==> config.mk <==
export PLATFORM = sky130hd
export DESIGN_NAME = exception_controller
export DESIGN_NICKNAME = d
export VERILOG_FILES = /design/src/rtl/exception_controller.sv
export SDC_FILE = /design/constraint.sdc
export NUM_CORES = 1
export LEC_CHECK = 0
export CAP_MARGIN = 30
export CORE_MARGIN = 2
export CORE_UTILIZATION = 56
export DETAILED_ROUTE_END_ITERATION = 12
export DONT_BUFFER_PORTS = 1
export PLACE_DENSITY = 0.77
export RECOVER_POWER = 50
export SYNTH_ARGS = -nofsm -noshare
export SYNTH_HDL_FRONTEND = slang
export SYNTH_SLANG_ARGS = --single-unit
==> constraint.sdc <==
create_clock -name clk -period 1.6 [get_ports clk]
set_input_delay 0.4 -clock clk [delete_from_list [all_inputs] [get_ports clk]]
set_output_delay 0.4 -clock clk [all_outputs]
set_load 0.03 [all_outputs]
==> src/rtl/exception_controller.sv <==
// Exception entry/return sequencer: syncs and edge-detects sources,
// masks/prioritises them, handshakes with the CPU, captures EPC.
//
// Ports:
//   clk, rst          clock; async active-low reset
//   exp_src           raw asynchronous exception sources
//   mask_we/wdata     mask register write (1 = source disabled)
//   pc_in             PC at the acknowledging instruction boundary
//   exc_ack, eret     CPU accept / exception return strobes
//   exc_req           request to the CPU
//   exc_cause         index of requested/serviced source
//   handler_addr      handler vector for exc_cause
//   epc               PC captured at acknowledge
//   in_service        handler executing
//   pending, mask     latched events / current mask
//   exc_count         exceptions taken (wraps)
module exception_controller #(
    parameter int unsigned NUM_SRC    = 3,
    parameter logic [31:0] VEC_BASE   = 32'h0000_0800,
    parameter logic [31:0] VEC_STRIDE = 32'h0000_0020
) (
    input  logic               clk,
    input  logic               rst,
    input  logic [NUM_SRC-1:0] exp_src,
    input  logic               mask_we,
    input  logic [NUM_SRC-1:0] mask_wdata,
    input  logic [31:0]        pc_in,
    input  logic               exc_ack,
    input  logic               eret,
    output logic               exc_req,
    output logic [1:0]         exc_cause,
    output logic [31:0]        handler_addr,
    output logic [31:0]        epc,
    output logic               in_service,
    output logic [NUM_SRC-1:0] pending,
    output logic [NUM_SRC-1:0] mask,
    output logic [31:0]        exc_count
);

    typedef enum logic [1:0] {
        S_IDLE,
        S_REQ,
        S_SERVICE
    } state_t;

    state_t             r_state;
    logic [NUM_SRC-1:0] r_sync1;
    logic [NUM_SRC-1:0] r_sync2;
    logic [NUM_SRC-1:0] r_prev;
    logic [NUM_SRC-1:0] r_pending;
    logic [NUM_SRC-1:0] r_mask;
    logic               r_req;
    logic               r_in_service;
    logic [1:0]         r_cause;
    logic [31:0]        r_epc;
    logic [31:0]        r_count;

    logic [NUM_SRC-1:0] w_rise;
    logic [NUM_SRC-1:0] w_elig;
    logic [NUM_SRC-1:0] w_clr;
    logic [1:0]         w_prio;
    logic               w_take;

    assign w_rise = r_sync2 & ~r_prev;
    assign w_elig = r_pending & ~r_mask;
    assign w_take = (r_state == S_REQ) && exc_ack;

    // Bit of the cause being acknowledged this cycle
    assign w_clr = w_take ? (NUM_SRC'(1) << r_cause) : '0;

    // Lowest eligible index wins
    always_comb begin
        w_prio = '0;
        for (int i = NUM_SRC - 1; i >= 0; i--) begin
            if (w_elig[i]) begin
                w_prio = 2'(i);
            end
        end
    end

    always_ff @(posedge clk or negedge rst) begin
        if (!rst) begin
            r_sync1 <= '0;
            r_sync2 <= '0;
            r_prev  <= '0;
        end else begin
            r_sync1 <= exp_src;
            r_sync2 <= r_sync1;
            r_prev  <= r_sync2;
        end
    end

    // A new edge outranks a same-cycle clear
    always_ff @(posedge clk or negedge rst) begin
        if (!rst) begin
            r_pending <= '0;
        end else begin
            r_pending <= (r_pending & ~w_clr) | w_rise;
        end
    end

    always_ff @(posedge clk or negedge rst) begin
        if (!rst) begin
            r_mask <= '0;
        end else if (mask_we) begin
            r_mask <= mask_wdata;
        end
    end

    always_ff @(posedge clk or negedge rst) begin
        if (!rst) begin
            r_state      <= S_IDLE;
            r_req        <= 1'b0;
            r_in_service <= 1'b0;
            r_cause      <= '0;
            r_epc        <= '0;
            r_count      <= '0;
        end else begin
            unique case (r_state)
                S_IDLE: begin
                    if (|w_elig) begin
                        r_cause <= w_prio;
                        r_req   <= 1'b1;
                        r_state <= S_REQ;
                    end
                end
                S_REQ: begin
                    // Cause stays frozen until the CPU accepts
                    if (exc_ack) begin
                        r_epc        <= pc_in;
                        r_count      <= r_count + 32'd1;
                        r_req        <= 1'b0;
                        r_in_service <= 1'b1;
                        r_state      <= S_SERVICE;
                    end
                end
                S_SERVICE: begin
                    if (eret) begin
                        r_in_service <= 1'b0;
                        r_state      <= S_IDLE;
                    end
                end
                default: begin
                    r_req        <= 1'b0;
                    r_in_service <= 1'b0;
                    r_state      <= S_IDLE;
                end
            endcase
        end
    end

    assign exc_req      = r_req;
    assign exc_cause    = r_cause;
    assign handler_addr = VEC_BASE + 32'(r_cause) * VEC_STRIDE;
    assign epc          = r_epc;
    assign in_service   = r_in_service;
    assign pending      = r_pending;
    assign mask         = r_mask;
    assign exc_count    = r_count;

endmodule

==> results of run 1 <==
==> metal layers <==
layer  track usage [%]  up-vias
met5                 0        -
met4             7.937        0
met3             5.605        7
met2             34.50      112
met1             24.93     1204
li1                  -     1176
==> layout make-up <==
| cell class | instances | area, sq um | area share [%] |
|---|---|---|---|
| sequential | 85 | 2145 | 50.85 |
| clock inverter | 4 | 72.57 | 1.721 |
| tap | 77 | 96.34 | 2.284 |
| timing repair buffer | 49 | 372.9 | 8.840 |
| multi-input combinational | 250 | 1364 | 32.33 |
| inverter | 7 | 26.28 | 0.6230 |
| clock buffer | 11 | 141.4 | 3.352 |
==> sequential cells by signal, summed over array words and instances, names as in the netlist <==
register,flops
r_sync2,3
exc_cause,2
epc,32
r_sync1,3
r_state,2
exc_req,1
pending,3
exc_count,32
mask,3
in_service,1
r_prev,3
==> worst paths after layout <==
check	endpoint	startpoint	slack [ns]	cells after the start
setup / recovery	exc_count[27]	exc_count[4]	0.05	4
hold / removal	exc_count[22]	rst	-0.25	0
setup reg to reg	exc_count[27]	exc_count[4]	0.05	4
hold reg to reg	r_sync2[2]	r_sync1[2]	0.35	0
max in group asynchronous	exc_count[1]	rst	1.74	0
min in group clk	r_sync1[0]	exp_src[0]	0.08	0
==> per-stage QoR <==
stage | area, sq um | utilization, % | setup slack, ns
after floorplan | 3781 | - | -0.002575
after global placement | 3983 | 63.08 | 0.04670
after detailed placement | 3983 | 63.08 | -0.03062
after CTS | 4203 | 66.57 | 0.00003109
after global routing | 4218 | 66.81 | -0.006518
final | 4218 | 66.81 | 0.04677
==> cells by family after synthesis <==
logic type | share of synthesized area (%)
AO/OA/AOI/OAI | 2.501
XOR/XNOR | 7.434
adder cells (fa/ha/maj) | 0.3425
buffers and inverters | 8.119
flip-flops | 58.24
multiplexers | 0.9249
other | 0.2056
AND/OR/NAND/NOR | 22.23
==> placed cells by master (no fill, tap or decap), types with 2 or more instances in the layout <==
cell type	instances
clkbuf_1	4
clkbuf_8	10
nand3_1	13
dfrtp_1	71
nand4_1	10
nor4_4	2
conb_1	30
nor3_2	4
and3_1	6
a21oi_1	4
nor4_2	2
nor2_1	8
xnor2_1	20
o21ai_0	8
nand2_1	109
buf_4	44
inv_1	7
dfrtp_2	14
mux2_2	3
nand2b_1	4
xor2_1	11
bufinv_16	2
==> report_power, final <==
part / internal, W / switching (W)
Clock: 0.000912 / 0.000700
Sequential: 0.00271 / 0.00136
Combinational: 0.000607 / 0.00100
==> what timing repair did <==
action / CTS / global route
pin swaps: 0 / 4
hold endpoints to repair: 85 / 85
buffers inserted: 0 / 1
gates resized for setup: 2 / 5
setup endpoints to repair: 2 / 33
==> flow_metrics.tcl, run 1 <==
set metrics [dict create \
    grt_pass1_wl_microns 11490 \
    synth_seq_area_share_pct 58.24 \
    synth_flop_cell "dfrtp_1" \
    skew_ns 0.01082 \
    path_clk_slew_ns 0.08 \
    crit_family "simple AND/OR/NAND/NOR gates" \
    wl_met3_microns 525 \
    wl_met2_microns 3711 \
    cts_sinks 85 \
    ys_top_cells_by_count "nand2_1 (109), dfrtp_1 (85), buf_4 (32)" \
    hold_class "in2async" \
    grt_max_degree 86 \
    ys_types 36 \
    nets 446 \
    io_pins 149 \
    status "finished with violations" \
    cts_tree "yes" \
    drt_wl_total_microns 7130 \
    power.density_nw_per_um2 1729 \
    slew_violations 0 \
    insertion_delay_ns 0.34 \
    p_leak_nw 2.167 \
    antenna_cells 0 \
    grt_overflow 0 \
    tightest_slew_ns 0.6768 \
    synth_edf_count 0 \
    core_area_sq_um 6314 \
    setup_viol 0 \
    start_util_pct 57.85 \
    antenna_found_initial 0 \
    hold_ws_ns -0.2517 \
    violations "negative hold slack" \
    cp-start-kind "register" \
    syn_inst 354 \
    cts_made_buffers 9 \
    fill_cells 499 \
    instances_no_fill 483 \
    crit_path_max_incr_delay_ns 0.57 \
    areaGrowthSynthToFinish_pct 15.48 \
    hpwl_microns 5120 \
    max_freq_ghz 0.6438 \
    grt_usage_pct 20.39 \
    synth.yosys.warnings 0 \
    place.gp.congestion 0.8010 \
    fin_crit_ns 1.553 \
    synthMostInstantiatedCell "nand2_1" \
    cts_buffer_depth 2 \
    syn-cell-area_sq_um 3652 \
    wl_per_cell_microns 14.76 \
    path_class "reg2reg" \
    cpMaxStageDelayCell "or4_4" \
    avgSynthCellArea_sq_um 10.32 \
    finalHoldViolCount 85 \
    wl_met1_microns 2787 \
    relSlewSlack_pct 54.88 \
    route.detailed.drc 0 \
    crit_arrival_ns 1.81 \
    antenna_left 0 \
    dr.pass1.iters 4 \
    fin_tns_setup_ns 0 \
    routed-via-count 2499 \
    async_reset_ff_share_pct 100.0 \
    synth_top_area_share_pct 58.24 \
    die_area_sq_um 7184 \
    ys_seq_elements 85 \
    dp.cells 467 \
    synth_largest_area_cell "dfrtp_1" \
    worstPathCellList "nand3_1 -> or4_4 -> nor3_2 -> xor2_1" \
    rows 29 \
    required_ns 1.86 \
    drive_gt1_share_pct 22.41 \
    port_buffers 0 \
    routed.top_layer "met4" \
    path_max_fanout 7 \
    worst-path-buf-inv 0 \
    power.total_w 0.007294 \
    drtIter0Drc 151 \
    die_h_microns 84.76 \
    fin_crit_sh_pct 97.08 \
    vias_per_cell 5.174 \
    fp.dieW_microns 84.76 \
    root_buffer "clkbuf_8" \
    ir_drop_mv 1.090 \
    drv_cap 0 \
    end_kind "register" \
    rsz0062_at_grt "yes" \
    htreeDepth 3 \
    synth_area_leaders "dfrtp_1 (58%), nand2_1 (11%), buf_4 (6.6%)" \
    grt_pass1_vias 2442 \
]
(Power assumes the default switching activity.)
==> run 2, diff against run 1 <==
- SLEW_MARGIN: unset -> 40
==> results of run 2 <==
The final DEF is identical to that of run 1; final timing and power are the same.
==> run 3, diff against run 2 <==
- CORE_ASPECT_RATIO: unset -> 0.6
==> run 3 against run 2 <==
Against the previous run: the flow finishes with violations (negative hold slack, negative setup slack); hold slack got worse by 0.016 ns; sequential cell count is the same; highest routed layer unchanged; combinational power increased by 14%; clock power about the same; die area grew 0.29%; count of clock-buffer cells in the layout rose by 1; first-iteration DRC count fell by 28%; worst setup slack got worse by 0.062 ns.
==> flow_metrics.tcl, run 3 (synthesis results as in run 1) <==
set metrics [dict create \
    status "finished with violations" \
    cp-start-kind "register" \
    dr.pass1.iters 4 \
    die_h_microns 66.56 \
    finalWorstSetupSlack_ns -0.01523 \
    areaGrowthSynthToFinish_pct 18.43 \
    p_leak_nw 2.255 \
    fin_crit_ns 1.615 \
    instances_no_fill 497 \
    mostFrequentLayoutCell "nand2_1" \
    drive_gt1_share_pct 23.73 \
    fin_crit_sh_pct 101.0 \
    routed-via-count 2545 \
    required_ns 1.88 \
    ir_drop_mv 1.385 \
    antenna_found_initial 0 \
    grt_overflow 0 \
    io_pins 149 \
    max_freq_ghz 0.6191 \
    use_met1_pct 27.40 \
    start_util_pct 58.71 \
    path_max_fanout 4 \
    path_class "reg2reg" \
    slew_violations 0 \
    grt_pass1_wl_microns 12030 \
    path_clk_slew_ns 0.08 \
    core_area_sq_um 6221 \
    cts_sinks 85 \
    antenna_left 0 \
    port_buffers 0 \
    insertion_delay_ns 0.35 \
    htreeDepth 3 \
    dp_slack_ns -0.01966 \
    cts_buffer_depth 2 \
    nets 452 \
    seq_area_sq_um 2143 \
    hold_ws_ns -0.2678 \
    hpwl_microns 5612 \
    drv_cap 0 \
    crit_arrival_ns 1.90 \
    finalHoldViolCount 85 \
    cts_made_buffers 9 \
    antenna_cells 0 \
    grt_use_met3_pct 11.35 \
    skew_ns 0.009859 \
    placed_area_sq_um 3999 \
    fp.dieW_microns 108.3 \
    cts_tree "yes" \
    grt_pass1_vias 2491 \
    rsz0062_at_grt "yes" \
    route.detailed.drc 0 \
    drtIter0Drc 109 \
    violations "negative hold slack, negative setup slack" \
    final_util_pct 69.53 \
    multiInputGateArea_sq_um 1403 \
    r2r_cells 4 \
    dp.cells 475 \
    place.gp.congestion 0.8257 \
    rows 22 \
    power.density_nw_per_um2 1720 \
    hold_class "in2async" \
    wl_per_cell_microns 15.78 \
    end_kind "register" \
    die_area_sq_um 7205 \
    final_area_sq_um 4325 \
    met2_usage_pct 36.01 \
    grt-busiest-layer "met2" \
    grt_usage_pct 22.71 \
    grt_max_degree 86 \
    layout_common_cells "nand2_1 (109), dfrtp_1 (72), buf_4 (49)" \
    root_buffer "clkbuf_8" \
    vias_per_cell 5.121 \
    drt_wl_total_microns 7845 \
    fill_cells 467 \
    setup_viol 2 \
]
[run 3: final timing paths]
kind                               from       endpoint  slack, ns
max in group asynchronous           rst        epc[11]       1.76
min                                 rst  exc_count[27]      -0.27
max                        exc_count[3]  exc_count[23]      -0.02
max reg2reg                exc_count[3]  exc_count[23]      -0.02
min reg2reg                  r_sync1[2]     r_sync2[2]       0.35
min in group clk             exp_src[0]     r_sync1[0]       0.06
[run 3: repair_timing]
| item | 4_1_cts | 5_1_grt |
|---|---|---|
| setup buffers | 0 | 6 |
| setup endpoints to repair | 12 | 47 |
| hold endpoints to repair | 85 | 85 |
| pin swaps | 1 | 3 |
| gates resized for setup | 2 | 13 |
[run 3: stage by stage]
stage                     power, W  setup TNS, ns  hold WS (ns)
after floorplan           0.005200      -0.004927        0.1044
after global placement    0.005671              0        0.1059
after detailed placement  0.005785       -0.02085        0.1060
after CTS                 0.007435              0       -0.2899
after global routing      0.007881        -0.2618       -0.3040
final                     0.007440       -0.02744       -0.2678
[run 3: layout make-up]
cell class	instances	area share, %
sequential	85	49.55
timing repair buffer	55	9.951
inverter	7	0.6075
clock inverter	4	1.678
clock buffer	12	3.356
tap	84	2.430
multi-input combinational	250	32.43
[run 3: critical path: stages (launching register included)]
cell     delay [ns]
dfrtp_1        0.41
nand4_1        0.18
or4_4          0.60
nor3_2         0.19
xor2_1         0.15
[run 3: where the power goes]
part,switching [W],internal (W)
clock network,0.000717,0.000920
logic,0.00115,0.000672
registers,0.00127,0.00271
[run 3: layer usage]
| metal | wire, microns | up-vias |
|---|---|---|
| li1 | - | 1195 |
| met3 | 722 | 6 |
| met4 | 59 | 0 |
| met5 | 0 | - |
| met1 | 3281 | 1219 |
| met2 | 3782 | 125 |
